**src/rtl/wishbone_gpio_slave_pkg.sv**
```systemverilog
// Shared definitions for the Wishbone GPIO slave.
// Contents:
//   - word-offset constants for the eight-entry register map
//   - FSM state encoding for the bus handshake
//   - lane_mask(): expands the byte-lane enables into a 32-bit bit mask
package wishbone_gpio_pkg;

  localparam logic [2:0] REG_OUT    = 3'd0;
  localparam logic [2:0] REG_DIR    = 3'd1;
  localparam logic [2:0] REG_IN     = 3'd2;
  localparam logic [2:0] REG_SET    = 3'd3;
  localparam logic [2:0] REG_CLR    = 3'd4;
  localparam logic [2:0] REG_TGL    = 3'd5;
  localparam logic [2:0] REG_EDGE   = 3'd6;
  localparam logic [2:0] REG_IRQ_EN = 3'd7;

  typedef enum logic {
    IDLE = 1'b0,
    ACK  = 1'b1
  } wb_state_t;

  function automatic logic [31:0] lane_mask(input logic [3:0] sel);
    logic [31:0] m;
    m = '0;
    for (int unsigned k = 0; k < 4; k++) begin
      m[8*k +: 8] = {8{sel[k]}};
    end
    return m;
  endfunction

endpackage

```
**src/rtl/wishbone_gpio_slave_input_sync.sv**
```systemverilog
// Input path for the GPIO slave.
// Each pin passes through a STAGES-deep flip-flop synchroniser. The
// synchronised value is exported as o_in, and its previous-cycle copy is
// kept to detect rising edges on input pins (i_dir = 0). Rising edges
// stay masked until an arm counter has run STAGES+1 cycles after reset
// release. This prevents a pin that was already high during reset from
// being reported as a new edge while the chain fills.
// Ports:
//   i_clk, i_rst : clock, asynchronous active-high reset
//   i_pins       : raw asynchronous pin inputs
//   i_dir        : direction register (1 = output, no edge detection)
//   o_in         : synchronised pin values
//   o_rise       : single-cycle rising-edge vector
module gpio_input_sync #(
  parameter int unsigned WIDTH  = 32,
  parameter int unsigned STAGES = 2
) (
  input  logic             i_clk,
  input  logic             i_rst,
  input  logic [WIDTH-1:0] i_pins,
  input  logic [WIDTH-1:0] i_dir,
  output logic [WIDTH-1:0] o_in,
  output logic [WIDTH-1:0] o_rise
);

  localparam logic [2:0] ARM_DONE = 3'(STAGES + 1);

  logic [STAGES-1:0][WIDTH-1:0] r_sync;
  logic [WIDTH-1:0]             r_prev;
  logic [2:0]                   r_arm;
  logic                         w_armed;

  always_ff @(posedge i_clk or posedge i_rst) begin
    if (i_rst) begin
      r_sync <= '0;
      r_prev <= '0;
      r_arm  <= '0;
    end else begin
      r_sync[0] <= i_pins;
      for (int unsigned k = 1; k < STAGES; k++) begin
        r_sync[k] <= r_sync[k-1];
      end
      r_prev <= r_sync[STAGES-1];
      if (!w_armed) begin
        r_arm <= r_arm + 3'd1;
      end
    end
  end

  assign o_in    = r_sync[STAGES-1];
  assign w_armed = (r_arm == ARM_DONE);
  assign o_rise  = w_armed ? (o_in & ~r_prev & ~i_dir) : '0;

endmodule

```
**src/rtl/wishbone_gpio_slave.sv**
```systemverilog
// Wishbone classic GPIO slave.
// Provides these registers:
//   - an output register with atomic set, clear and toggle aliases
//   - a per-pin direction register
//   - synchronised input sampling
//   - sticky rising-edge capture, cleared by writing 1
//   - a maskable, registered interrupt
// Each access takes two cycles: the request is sampled in IDLE, where
// writes commit and read data is registered. ack_o is then high for
// exactly one cycle (ACK).
// Ports:
//   clk_i, rst_i          : clock, asynchronous active-high reset
//   addr_i[4:2]           : word offset (other address bits ignored)
//   we_i, sel_i, data_i   : write enable, byte lanes, write data
//   cyc_i, stb_i          : bus cycle / strobe
//   data_o, ack_o         : read data (0 outside ACK), acknowledge
//   gpio_i                : asynchronous pin inputs
//   gpio_o, gpio_oe_o     : pin outputs (optionally inverted), output enables
//   irq_o                 : interrupt, |(EDGE & IRQ_EN) registered
module wishbone_gpio_slave
  import wishbone_gpio_pkg::*;
#(
  parameter int unsigned GPIO_WIDTH  = 32,
  parameter bit          ACTIVE_LOW  = 1'b0,
  parameter logic [31:0] OUT_RESET   = 32'h0,
  parameter int unsigned SYNC_STAGES = 2
) (
  input  logic                  clk_i,
  input  logic                  rst_i,
  input  logic [31:0]           addr_i,
  input  logic                  we_i,
  input  logic [3:0]            sel_i,
  input  logic [31:0]           data_i,
  input  logic                  cyc_i,
  input  logic                  stb_i,
  output logic [31:0]           data_o,
  output logic                  ack_o,
  input  logic [GPIO_WIDTH-1:0] gpio_i,
  output logic [GPIO_WIDTH-1:0] gpio_o,
  output logic [GPIO_WIDTH-1:0] gpio_oe_o,
  output logic                  irq_o
);

  wb_state_t r_state, w_state_next;
  logic      w_access;
  logic      w_wr;

  logic [2:0]  w_off;
  logic [31:0] w_lmask;
  logic [31:0] w_wdata;
  logic [31:0] w_rdata;
  logic [31:0] r_rdata;
  logic        r_irq;
  logic        w_unused;

  logic [GPIO_WIDTH-1:0] r_out, r_dir, r_edge, r_irq_en;
  logic [GPIO_WIDTH-1:0] w_out_next, w_dir_next, w_irq_en_next, w_edge_next;
  logic [GPIO_WIDTH-1:0] w_lm, w_wd, w_w1c;
  logic [GPIO_WIDTH-1:0] w_in, w_rise;

  gpio_input_sync #(
    .WIDTH  (GPIO_WIDTH),
    .STAGES (SYNC_STAGES)
  ) u_input_sync (
    .i_clk  (clk_i),
    .i_rst  (rst_i),
    .i_pins (gpio_i),
    .i_dir  (r_dir),
    .o_in   (w_in),
    .o_rise (w_rise)
  );

  assign w_off   = addr_i[4:2];
  assign w_lmask = lane_mask(sel_i);
  // Lanes that are not selected become zero data. For OUT, DIR and IRQ_EN
  // they also keep the old register bits through w_lm.
  assign w_wdata = data_i & w_lmask;
  assign w_lm    = w_lmask[GPIO_WIDTH-1:0];
  assign w_wd    = w_wdata[GPIO_WIDTH-1:0];
  assign w_wr    = w_access & we_i;

  // Ignored address bits and bits above GPIO_WIDTH.
  assign w_unused = ^{addr_i[31:5], addr_i[1:0], w_lmask, w_wdata};

  always_ff @(posedge clk_i or posedge rst_i) begin
    if (rst_i) begin
      r_state <= IDLE;
    end else begin
      r_state <= w_state_next;
    end
  end

  always_comb begin
    w_state_next = r_state;
    w_access     = 1'b0;
    case (r_state)
      IDLE: begin
        if (cyc_i && stb_i) begin
          w_access     = 1'b1;
          w_state_next = ACK;
        end
      end
      ACK: w_state_next = IDLE;
    endcase
  end

  always_comb begin
    w_out_next    = r_out;
    w_dir_next    = r_dir;
    w_irq_en_next = r_irq_en;
    w_w1c         = '0;
    if (w_wr) begin
      case (w_off)
        REG_OUT:    w_out_next    = (r_out & ~w_lm) | w_wd;
        REG_DIR:    w_dir_next    = (r_dir & ~w_lm) | w_wd;
        REG_SET:    w_out_next    = r_out | w_wd;
        REG_CLR:    w_out_next    = r_out & ~w_wd;
        REG_TGL:    w_out_next    = r_out ^ w_wd;
        REG_EDGE:   w_w1c         = w_wd;
        REG_IRQ_EN: w_irq_en_next = (r_irq_en & ~w_lm) | w_wd;
        default:    ;
      endcase
    end
    // A new edge takes priority over a clear that hits the same bit.
    w_edge_next = (r_edge & ~w_w1c) | w_rise;
  end

  always_comb begin
    w_rdata = '0;
    case (w_off)
      REG_OUT:    w_rdata = 32'(r_out);
      REG_DIR:    w_rdata = 32'(r_dir);
      REG_IN:     w_rdata = 32'(w_in);
      REG_EDGE:   w_rdata = 32'(r_edge);
      REG_IRQ_EN: w_rdata = 32'(r_irq_en);
      default:    w_rdata = '0;
    endcase
  end

  always_ff @(posedge clk_i or posedge rst_i) begin
    if (rst_i) begin
      r_out    <= OUT_RESET[GPIO_WIDTH-1:0];
      r_dir    <= '0;
      r_edge   <= '0;
      r_irq_en <= '0;
      r_irq    <= 1'b0;
      r_rdata  <= '0;
    end else begin
      r_out    <= w_out_next;
      r_dir    <= w_dir_next;
      r_edge   <= w_edge_next;
      r_irq_en <= w_irq_en_next;
      r_irq    <= |(r_edge & r_irq_en);
      r_rdata  <= (w_access && !we_i) ? w_rdata : '0;
    end
  end

  assign ack_o     = (r_state == ACK);
  assign data_o    = r_rdata;
  assign gpio_o    = r_out ^ {GPIO_WIDTH{ACTIVE_LOW}};
  assign gpio_oe_o = r_dir;
  assign irq_o     = r_irq;

endmodule

```
**config.mk**
```make
export PLATFORM = sky130hd
export DESIGN_NAME = wishbone_gpio_slave
export DESIGN_NICKNAME = d
export VERILOG_FILES = /design/src/rtl/wishbone_gpio_slave_pkg.sv /design/src/rtl/wishbone_gpio_slave_input_sync.sv /design/src/rtl/wishbone_gpio_slave.sv
export SDC_FILE = /design/constraint.sdc
export NUM_CORES = 1
export LEC_CHECK = 0
export ABC_CLOCK_PERIOD_IN_PS = 10900
export CAP_MARGIN = 20
export CORE_MARGIN = 2
export CORE_UTILIZATION = 25
export CTS_CLUSTER_SIZE = 12
export DETAILED_ROUTE_END_ITERATION = 8
export SETUP_SLACK_MARGIN = 0.1
export SLEW_MARGIN = 20
export SYNTH_ARGS = -nofsm -noshare
export SYNTH_HDL_FRONTEND = slang
export SYNTH_SLANG_ARGS = --single-unit
```
**constraint.sdc**
```tcl
create_clock -name clk_i -period 10.9 [get_ports clk_i]
set_input_delay 3.27 -clock clk_i [delete_from_list [all_inputs] [get_ports clk_i]]
set_output_delay 3.27 -clock clk_i [all_outputs]
set_load 0.1 [all_outputs]
```
# ---- After elaboration in Yosys (flattened, before gate mapping)
# Cells that the tools add are included.
dict set report word_totals {
  out_inout_bits 98
  mem_count 0
  inputBits 105
  ram_bits 0
  word_cells 60
  rom_bits 0
  latch_bits 0
  regBits 261
}
dict set report classes {
  multipliers 0
  n_div 0
  n_reduce_logical 9
  n_mux 9
  n_lt_le_gt_ge 0
  n_bitwise 22
  eq_ne 8
  shift 0
  n_addsub 1
}
# operator n
set op_table {}
lappend op_table {{32-bit bitwise AND} 9}
lappend op_table {{32-bit inverter} 5}
lappend op_table {{32-bit bitwise OR} 5}
lappend op_table {{32-bit case mux with 5 select lines} 1}
lappend op_table {{32-bit 2-to-1 mux} 4}
lappend op_table {{32-bit case mux with 4 select lines} 1}
lappend op_table {{32-bit OR reduction} 1}
lappend op_table {{32-bit bitwise XOR} 1}
lappend op_table {{3-bit equality test, second input constant} 4}
lappend op_table {{3-bit by 2-bit equality test with 1-bit output, second input constant} 3}
lappend op_table {{2-bit AND reduction} 3}
lappend op_table {{4-bit nonzero test} 1}
lappend op_table {{3-bit by 1-bit adder with 3-bit output, second input constant} 1}
lappend op_table {{3-bit by 1-bit equality test with 1-bit output, second input constant} 1}
lappend op_table {{3-bit logical NOT} 1}
lappend op_table {{1-bit logical AND} 2}
lappend op_table {{1-bit 2-to-1 mux} 2}
lappend op_table {{1-bit case mux with 2 select lines} 1}
lappend op_table {{1-bit bitwise AND} 1}
lappend op_table {{1-bit logical NOT} 1}
lappend op_table {{1-bit inverter} 1}

# ---- Longest topological paths before layout
# Gate-level depths: netlist of run 1.
dict set report logic_depth {
  depth_word 8
  ltp_mapped 7
  mapped_depth_nobuf 6
}

# ---- By module
# From an unflattened synthesis of run 1, not the netlist that was laid out.
dict set report hier_totals {
  cells_unflattened 1001
  area_unflattened_um2 12130.4
}
# mod n_inst area_each_um2 seq_area_each_um2 cells_per_inst
set modules_own_cells {}
lappend modules_own_cells {wishbone_gpio_slave 1 8928.6 4053.9 826}
lappend modules_own_cells {gpio_input_sync 1 3201.8 2477.4 175}

# ---- Least setup slack after synthesis of run 1
# OpenSTA, ideal clock, no wires.
dict set report synth_timing {
  path_kind {input to register}
  start {input addr_i[4]}
  end {register r_rdata[16] (netlist: data_o[16])}
  t_arrival_ps 4482
  setup_ps 136
  path_stages 6
  n_path_buf 3
  required_ps 10764
  path_slack_ps 6282
  path_cell_list {buf_2 -> buf_2 -> buf_2 -> mux2_2 -> a221oi_1 -> nor3_1}
}
dict set report synth_via {
  elab_chain_len 3
  elab_cells_between_ends 7
  classes_between {eq/ne: 4; mux: 2; reduce/logical: 1}
}
# element line
set synth_rtl {}
lappend synth_rtl {{start: declaration} wishbone_gpio_slave.sv:30} ;# input logic [31:0] addr_i,
lappend synth_rtl {{3-bit equality test (tied with other cells)} wishbone_gpio_slave.sv:130} ;# case (w_off)
lappend synth_rtl {{32-bit case mux with 5 select lines *} wishbone_gpio_slave.sv:130}
lappend synth_rtl {{32-bit 2-to-1 mux *} wishbone_gpio_slave.sv:154} ;# r_rdata <= (w_access && !we_i) ? w_rdata : '0;
lappend synth_rtl {{end signal: assignment} wishbone_gpio_slave.sv:154}
lappend synth_rtl {{end: declaration} wishbone_gpio_slave.sv:52} ;# logic [31:0] r_rdata;
# Every way passes the cells marked *; elsewhere a longest branch is shown, timed or not.
# A chain may end at the register's enable or synchronous reset.

==> flow_summary.toml, run 1 <==
[final_layout]
stdcell_area_mm2 = 0.01482
final_common_cell = "dfrtp_1"
final_nets = 1223
fin_util_pct = 32.74
seqCellArea_mm2 = 0.006531
nFillCells = 4496
antenna_cells = 0
layout_common_cells = "261 x dfrtp_1, 170 x clkdlybuf4s50_1, 81 x nand2_1, 81 x mux2_2, 62 x a221oi_1"
drive_above_1_share_pct = 14.27
syn2layout_area_growth_pct = 29.73
multi_input_area_mm2 = 0.004621

[flow_run]
max_cap_violations = 0

[worst_setup_path]
critPathMaxStageDelay_ps = 800
critPathTopFamily = "simple AND/OR/NAND/NOR gates"
crit_fanout = 63
crit_top_cell = "buf_4"
path_buf_inv = 4
crit_path_cell_trace = "buf_2 > buf_4 > buf_4 > nor2_4 > buf_4 > and3_1 > nand2_1 > mux2_1"
worst_r2r_endpoint = "gpio_o[16]"
crit_path_start_kind = "input pin"
rr_startpoint = "ack_o"
cp-end-kind = "flop"
crit_required_ps = 11330
critPathKind = "input pin to flop"
regToRegSetupSlack_ps = 8360
cp_slowest_cell = "and3_1"
arrival_ps = 6490
reg2regPathDepth = 5

[clock_tree]
clk_latency_ps = 570
clk_pin_slew_worst_paths_ps = 60
clock_path_buffers = 3
htreeDepth = 1
root_buffer = "clkbuf_16"
postCtsHoldBufs = 0
post_cts_buffers = 0
cts_tree = "yes"
clock_sinks = 261
numCtsBuffers = 30
cts-resized-gates = 0

[global_routing]
grt.total_usage_pct = 16.05
grt_pass1_vias = 8934
grtUsageMet1_pct = 22.29
grt_pass1_wl_um = 57660
grtUsageMet3_pct = 2.831
grt_max_degree = 155
grt_overflow = 0
grt.busiest_layer = "met2"
grt_use_met2_pct = 26.03
grt_antenna_before_repair = 0

[pwr]
seq_power_share_pct = 40.9
p_clk_share_pct = 39.3
switching_share_pct = 31.27
vdd_ir_drop_max_v = 0.0001094
power_density_mw_per_mm2 = 181.3
power_frac_comb_pct = 19.8
power_leakage_nw = 6.188
p_sw_w = 0.0008403
p_int_w = 0.001847

[timing]
hold_viol_final = 0
relSlewSlack_pct = 26.78
whs_ps = 346.4
finalSetupViolations = 0
tightest_slew_ps = 1098
clock.fmax_mhz = 165.2
fin_crit_ps = 6052
drv_slew = 0
finalClockSkew_ps = 20.14
rsz0062_at_grt = "false"
fin_crit_sh_pct = 55.52
finalSetupTns_ps = 0

[logic_synthesis]
synthesis.area_mm2 = 0.01143
synth-seq-cells = 261
ys.flop_type = "dfrtp_1"
yosys_warnings = 0
synth_edf_count = 0
yosysSeqAreaShare_pct = 57.16
syn-num-nets = 1066
synth.avg_cell_area_um2 = 12.33
async_flop_share_pct = 100.0
yosysUniqueCellTypes = 40
postSynthCellCount = 927

[floorplan]
placeableCoreArea_mm2 = 0.04528
die_area_mm2 = 0.04743
start_util_pct = 25.23
dieWidth_um = 217.8
die_h_um = 217.8
rows = 78
io-pin-count = 203

[placed_design]
hpwl_um = 25050
portBuffers = 173
dpl_cell_area_mm2 = 0.01377
gp_congestion = 0.7647

[min_path]
min-delay-path-class = "flop to flop"
min_to = "u_input_sync.o_in[1]"
hold_path_depth = 0
min_from = "u_input_sync.r_sync[1]"

[route]
vias = 8700
ant_nets = 0
drc = 0
drt_iter0_markers = 723
wirelength_um = 38400
detail_route.vias_per_cell = 5.097
drt_first_pass_iters = 5
wl_per_cell_um = 22.50

[run_status]
status = "finished, final reports clean"
[Yosys cell counts, types with 6 or more instances]
library cell	instances	area, µm²
a221oi_1	62	543.0
nor2b_1	11	68.82
mux2_2	81	912.1
a22oi_1	16	120.1
mux2_1	15	168.9
o32a_1	24	240.2
a21oi_1	51	255.2
buf_1	7	26.28
or4bb_1	7	78.83
dfrtp_1	261	6531
nand2b_1	24	150.1
buf_2	14	70.07
clkbuf_1	39	146.4
o311a_1	24	240.2
nor2_1	28	105.1
a22o_1	8	70.07
a21o_1	26	195.2
inv_1	6	22.52
nand2_1	81	304.0
ha_1	34	425.4
o21ai_0	22	110.1
nor3_1	31	155.2
nor4bb_1	24	240.2
[worst max-delay path by stage]
stage	from	end	slack [ps]	depth (start not counted)
5_1_grt	addr_i[4]	flop	4800	8
4_1_cts	addr_i[4]	flop	4870	8
2_1_floorplan	rst_i	asynchronous set/reset pin	450	1
3_3_place_gp	addr_i[4]	flop	4280	8
3_5_place_dp	addr_i[4]	flop	4260	8
6_report	addr_i[4]	flop	4850	8
[metal layers]
metal  routed length, µm  vias to the layer above
met5                   0                        -
met4                 808                        0
met3                2511                       54
met2               18030                      362
met1               17060                     4443
li1                    -                     3841
[through the flow]
step,total power (W),std cells,worst slack (ps)
after floorplan,0.001470,927,446.5
after global placement,0.001642,1652,4281
after detailed placement,0.001652,1652,4263
after CTS,0.002722,1707,4870
after global routing,0.002798,1707,4802
final,0.002687,1707,4848
[power groups by stage]
stage / sequential, W / combinational (W) / clock [W]
after floorplan: 0.00131 / 0.000163 / 0
after global placement: 0.00112 / 0.000526 / 0
after detailed placement: 0.00112 / 0.000535 / 0
after CTS: 0.00110 / 0.000536 / 0.00109
after global routing: 0.00111 / 0.000562 / 0.00113
final: 0.00110 / 0.000531 / 0.00106
[area by class of cell]
cell class | instances | area share, %
flip-flops and latches | 261 | 44.06
clock buffers | 47 | 6.246
inverters | 7 | 0.2279
well taps | 600 | 5.064
multi-input cells | 597 | 31.17
clock inverters | 8 | 0.8440
repair buffers | 187 | 12.39
[worst reg2reg max path, delay by kind of cell, from the launching register on]
| kind | cells | cell delay (ps) |
|---|---|---|
| simple gates | 1 | 190 |
| buf+inv | 2 | 770 |
| flops | 1 | 400 |
| compound gates | 2 | 1120 |
[kinds of logic (layout without fill, tap and decap cells)]
logic type | Yosys count | count (layout) | synth area share [%]
DFF | 261 | 261 | 57.16
buffers and inverters | 69 | 249 | 2.551
AOI/OAI and AO/OA | 236 | 236 | 15.72
adders and majority gates | 34 | 34 | 3.723
xor gates and xnor gates | 1 | 1 | 0.07666
muxes | 99 | 99 | 9.723
and+or+nand+nor | 227 | 227 | 11.05
(Power assumes the default switching activity.)
==> run 2: changes to the inputs <==
- ABC_CLOCK_PERIOD_IN_PS: 10900 -> 5600
- clock period: 10.9 -> 5.6 ns (I/O delays scaled with it)
==> flow_summary.toml, run 2 (synthesis results as in run 1) <==
[clock_tree]
cts_tree = "yes"
htreeDepth = 1
postCtsHoldBufs = 0
clock_path_buffers = 3
clk_pin_slew_worst_paths_ps = 60
clock_sinks = 261
numCtsBuffers = 30
cts-resized-gates = 0
post_cts_buffers = 0
clk_latency_ps = 570
root_buffer = "clkbuf_16"

[worst_setup_path]
critPathMaxStageDelay_ps = 1180
path_buf_inv = 1
arrival_ps = 2210
crit_path_start_kind = "flop"
crit_required_ps = 3920
cp.depth = 1
crit_fanout = 5
reg2regPathDepth = 4
critPathKind = "flop to output port"
critPathTopFamily = "buffers and inverters"
rr_startpoint = "ack_o"
crit_path_cell_trace = "clkdlybuf4s50_1"
cp-end-kind = "output port"
cp_slowest_cell = "clkdlybuf4s50_1"
worstSetupEndpoint = "gpio_o[3]"
crit_start = "gpio_o[3]"
regToRegSetupSlack_ps = 3160

[final_layout]
nFillCells = 4543
fin_util_pct = 32.76
layout_common_cells = "261 x dfrtp_1, 170 x clkdlybuf4s50_1, 81 x nand2_1, 81 x mux2_2, 62 x a221oi_1"
drive_above_1_share_pct = 14.57
syn2layout_area_growth_pct = 29.84
seqCellArea_mm2 = 0.006531
final_common_cell = "dfrtp_1"
stdcell_area_mm2 = 0.01484
final_nets = 1228
antenna_cells = 0
multi_input_area_mm2 = 0.004618

[min_path]
hold_path_depth = 0
min-delay-path-class = "flop to flop"

[global_routing]
grt_pass1_vias = 9109
grt_pass1_wl_um = 57740
grt.total_usage_pct = 16.01
grt_overflow = 0
grt_antenna_before_repair = 1
grt_max_degree = 133

[timing]
fin_crit_ps = 3890
finalClockSkew_ps = 7.672
rsz0062_at_grt = "false"
fin_crit_sh_pct = 69.46
hold_viol_final = 0
finalSetupTns_ps = 0
finalSetupViolations = 0
clock.fmax_mhz = 257.1
whs_ps = 346.4
relSlewSlack_pct = 29.28
tightest_slew_ps = 1057
drv_slew = 0

[run_status]
status = "finished, final reports clean"

[route]
wl_met1_um = 17100
dr_wl_met2_um = 17890
drt_first_pass_iters = 5
ant_nets = 0
drt_iter0_markers = 663
wirelength_um = 38400
wl_per_cell_um = 22.43
met3_length_um = 2473
drc = 0
vias = 8716
detail_route.vias_per_cell = 5.091
routed.top_layer = "met4"

[placed_design]
hpwl_um = 25180
gp_congestion = 0.7350
dpl_cell_area_mm2 = 0.01381
portBuffers = 173

[pwr]
power_density_mw_per_mm2 = 351.3
vdd_ir_drop_max_v = 0.0002176
power_leakage_nw = 6.203
total_power_w = 0.005212

[flow_run]
max_cap_violations = 0

[floorplan]
die_area_mm2 = 0.04743
die_h_um = 217.8
io-pin-count = 203
rows = 78
start_util_pct = 25.23
placeableCoreArea_mm2 = 0.04528
dieWidth_um = 217.8
[run 2: per-layer routing]
layer / GRT usage [%] / vias up
met5: 0 / -
met3: 3.013 / 58
li1: - / 3845
met2: 25.62 / 346
met1: 22.17 / 4467
met4: 4.331 / 0
[run 2: area by class of cell]
class                      instances  area share [%]
inverter                           7          0.2024
tap                              600           5.060
clock buffer                      43           5.937
sequential                       261           44.02
clock inverter                    12          0.9529
multi-input combinational        597           31.13
timing repair buffer             192           12.70
[run 2: how the worst min path moves through the flow]
stage | endpoint | from | slack [ps]
2_1_floorplan | u_input_sync.o_in[0] | u_input_sync.r_sync[0] | 330
3_3_place_gp | u_input_sync.o_in[6] | u_input_sync.r_sync[6] | 330
3_5_place_dp | u_input_sync.o_in[15] | u_input_sync.r_sync[15] | 330
4_1_cts | u_input_sync.o_in[15] | u_input_sync.r_sync[15] | 350
5_1_grt | u_input_sync.o_in[0] | u_input_sync.r_sync[0] | 350
6_report | u_input_sync.o_in[0] | u_input_sync.r_sync[0] | 350
[run 2: per-stage QoR]
stage	cells	worst slack (ps)
after floorplan	927	478.4
after global placement	1657	1481
after detailed placement	1657	1439
after CTS	1712	1670
after global routing	1712	1613
final	1712	1710
[run 2: power by group]
group          internal [W]  switching (W)
combinational      0.000319       0.000716
clock               0.00123       0.000812
sequential          0.00201       0.000130
==> run 3: changes to the inputs <==
- ABC_CLOCK_PERIOD_IN_PS: 5600 -> 3400
- clock period: 5.6 -> 3.4 ns (I/O delays scaled with it)
==> flow_summary.toml, run 3 (synthesis results as in run 1) <==
[run_status]
status = "finished, final reports clean"

[pwr]
vdd_ir_drop_max_v = 0.0002620
p_clk_share_pct = 39.0
seq_power_share_pct = 41.2
total_power_w = 0.008562
p_sw_w = 0.002725
switching_share_pct = 31.82
power_density_mw_per_mm2 = 578.4
p_int_w = 0.005837
power_frac_comb_pct = 19.8
power_leakage_nw = 6.506

[placed_design]
place_inst = 1682
dp_slack_ps = 251.7
gp_congestion = 0.7799
portBuffers = 173
hpwl_um = 26350

[worst_setup_path]
critPathTopFamily = "simple AND/OR/NAND/NOR gates"
regToRegSetupSlack_ps = 1380
reg2regPathDepth = 5
crit_fanout = 8
arrival_ps = 3000
critPathKind = "input pin to flop"
cp-end-kind = "flop"
rr_startpoint = "ack_o"
crit_path_cell_trace = "clkdlybuf4s50_1 > nand4b_1 > nor3_2 > buf_4 > nand2_1 > mux2_1"
crit_required_ps = 3840
crit_path_start_kind = "input pin"
path_buf_inv = 2
cp_slowest_cell = "clkdlybuf4s50_1"
critPathMaxStageDelay_ps = 530

[timing]
rsz0062_at_grt = "false"
relSlewSlack_pct = 46.71
finalSetupViolations = 0
finalClockSkew_ps = 8.996
finalSetupTns_ps = 0
tightest_slew_ps = 799.4
fin_crit_ps = 2553
fin_crit_sh_pct = 75.08
drv_slew = 0
fin_ws_ps = 847.3
clock.fmax_mhz = 391.7
hold_viol_final = 0

[global_routing]
grt_antenna_before_repair = 0
grt_overflow = 0
grt.total_usage_pct = 16.18
grt_pass1_wl_um = 58240
grt_pass1_vias = 9191
grt_max_degree = 106

[route]
wl_per_cell_um = 22.28
ant_nets = 0
wirelength_um = 38680
vias = 8924
detail_route.vias_per_cell = 5.141
drt_first_pass_iters = 7
drt_iter0_markers = 787
drc = 0

[clock_tree]
cts_tree = "yes"
htreeDepth = 1
numCtsBuffers = 31
root_buffer = "clkbuf_16"
post_cts_buffers = 0
clk_pin_slew_worst_paths_ps = 60
cts-resized-gates = 0
clk_latency_ps = 570
clock_path_buffers = 3
postCtsHoldBufs = 0
clock_sinks = 261

[final_layout]
layout_common_cells = "261 x dfrtp_1, 138 x buf_4, 81 x nand2_1, 81 x mux2_2, 72 x clkdlybuf4s50_1"
multi_input_area_mm2 = 0.004616
nFillCells = 4550
drive_above_1_share_pct = 24.91
final_common_cell = "dfrtp_1"
antenna_cells = 0
fin_cells = 1736
syn2layout_area_growth_pct = 29.54
final_nets = 1254
seqCellArea_mm2 = 0.006531

[floorplan]
rows = 78
die_area_mm2 = 0.04743
start_util_pct = 25.23
placeableCoreArea_mm2 = 0.04528
die_h_um = 217.8
dieWidth_um = 217.8
io-pin-count = 203

[min_path]
min_to = "u_input_sync.o_in[9]"
min-delay-path-class = "flop to flop"
min_from = "u_input_sync.r_sync[9]"
hold_path_depth = 0

[flow_run]
max_cap_violations = 0
run 3: changes by cell type in the layout (fill, tap and decap cells not counted), sizes merged:
cell,change
clkinv,-3
buf,+123
inv,+1
clkinvlp,+1
clkdlybuf4s50,-98
run 3: stage by stage:
stage / hold WS (ps) / area, µm² / util (%)
final: 345.4 / 14800 / 32.69
after global placement: 334.4 / 13780 / 30.43
after global routing: 353.5 / 14800 / 32.69
after detailed placement: 334.7 / 13780 / 30.43
after CTS: 346.7 / 14800 / 32.69
after floorplan: 331.2 / 11430 / -
run 3: layout make-up:
class                      instances  share of cell area [%]
clock buffer                      43                   5.950
clock inverter                    11                  0.9636
sequential                       261                   44.12
tap                              600                   5.071
inverter                           7                  0.2029
timing repair buffer             217                   12.51
multi-input combinational        597                   31.18
run 3: worst max-delay path by stage:
stage                     startpoint                          to  slack (ps)  depth (start not counted)
after global placement          we_i                        flop         310                          6
after global routing            we_i                        flop         750                          6
after floorplan                rst_i  asynchronous set/reset pin       -1060                          1
after detailed placement        we_i                        flop         250                          6
final                           we_i                        flop         850                          6
after CTS                       we_i                        flop         850                          6
run 3: power groups by stage:
stage	combinational [W]	sequential (W)	clock (W)
floorplan	0.000525	0.00419	0
global placement	0.00168	0.00357	0
detailed placement	0.00170	0.00358	0
CTS	0.00171	0.00353	0.00342
global route	0.00180	0.00355	0.00356
finish	0.00170	0.00353	0.00334
run 3: layer usage:
metal | GRT usage (%) | part of all wire (%) | up-vias
li1 | - | - | 3898
met4 | 5.624 | 2.4 | 0
met2 | 25.75 | 46 | 390
met3 | 2.985 | 7.1 | 65
met5 | 0 | 0 | -
met1 | 22.07 | 44 | 4571
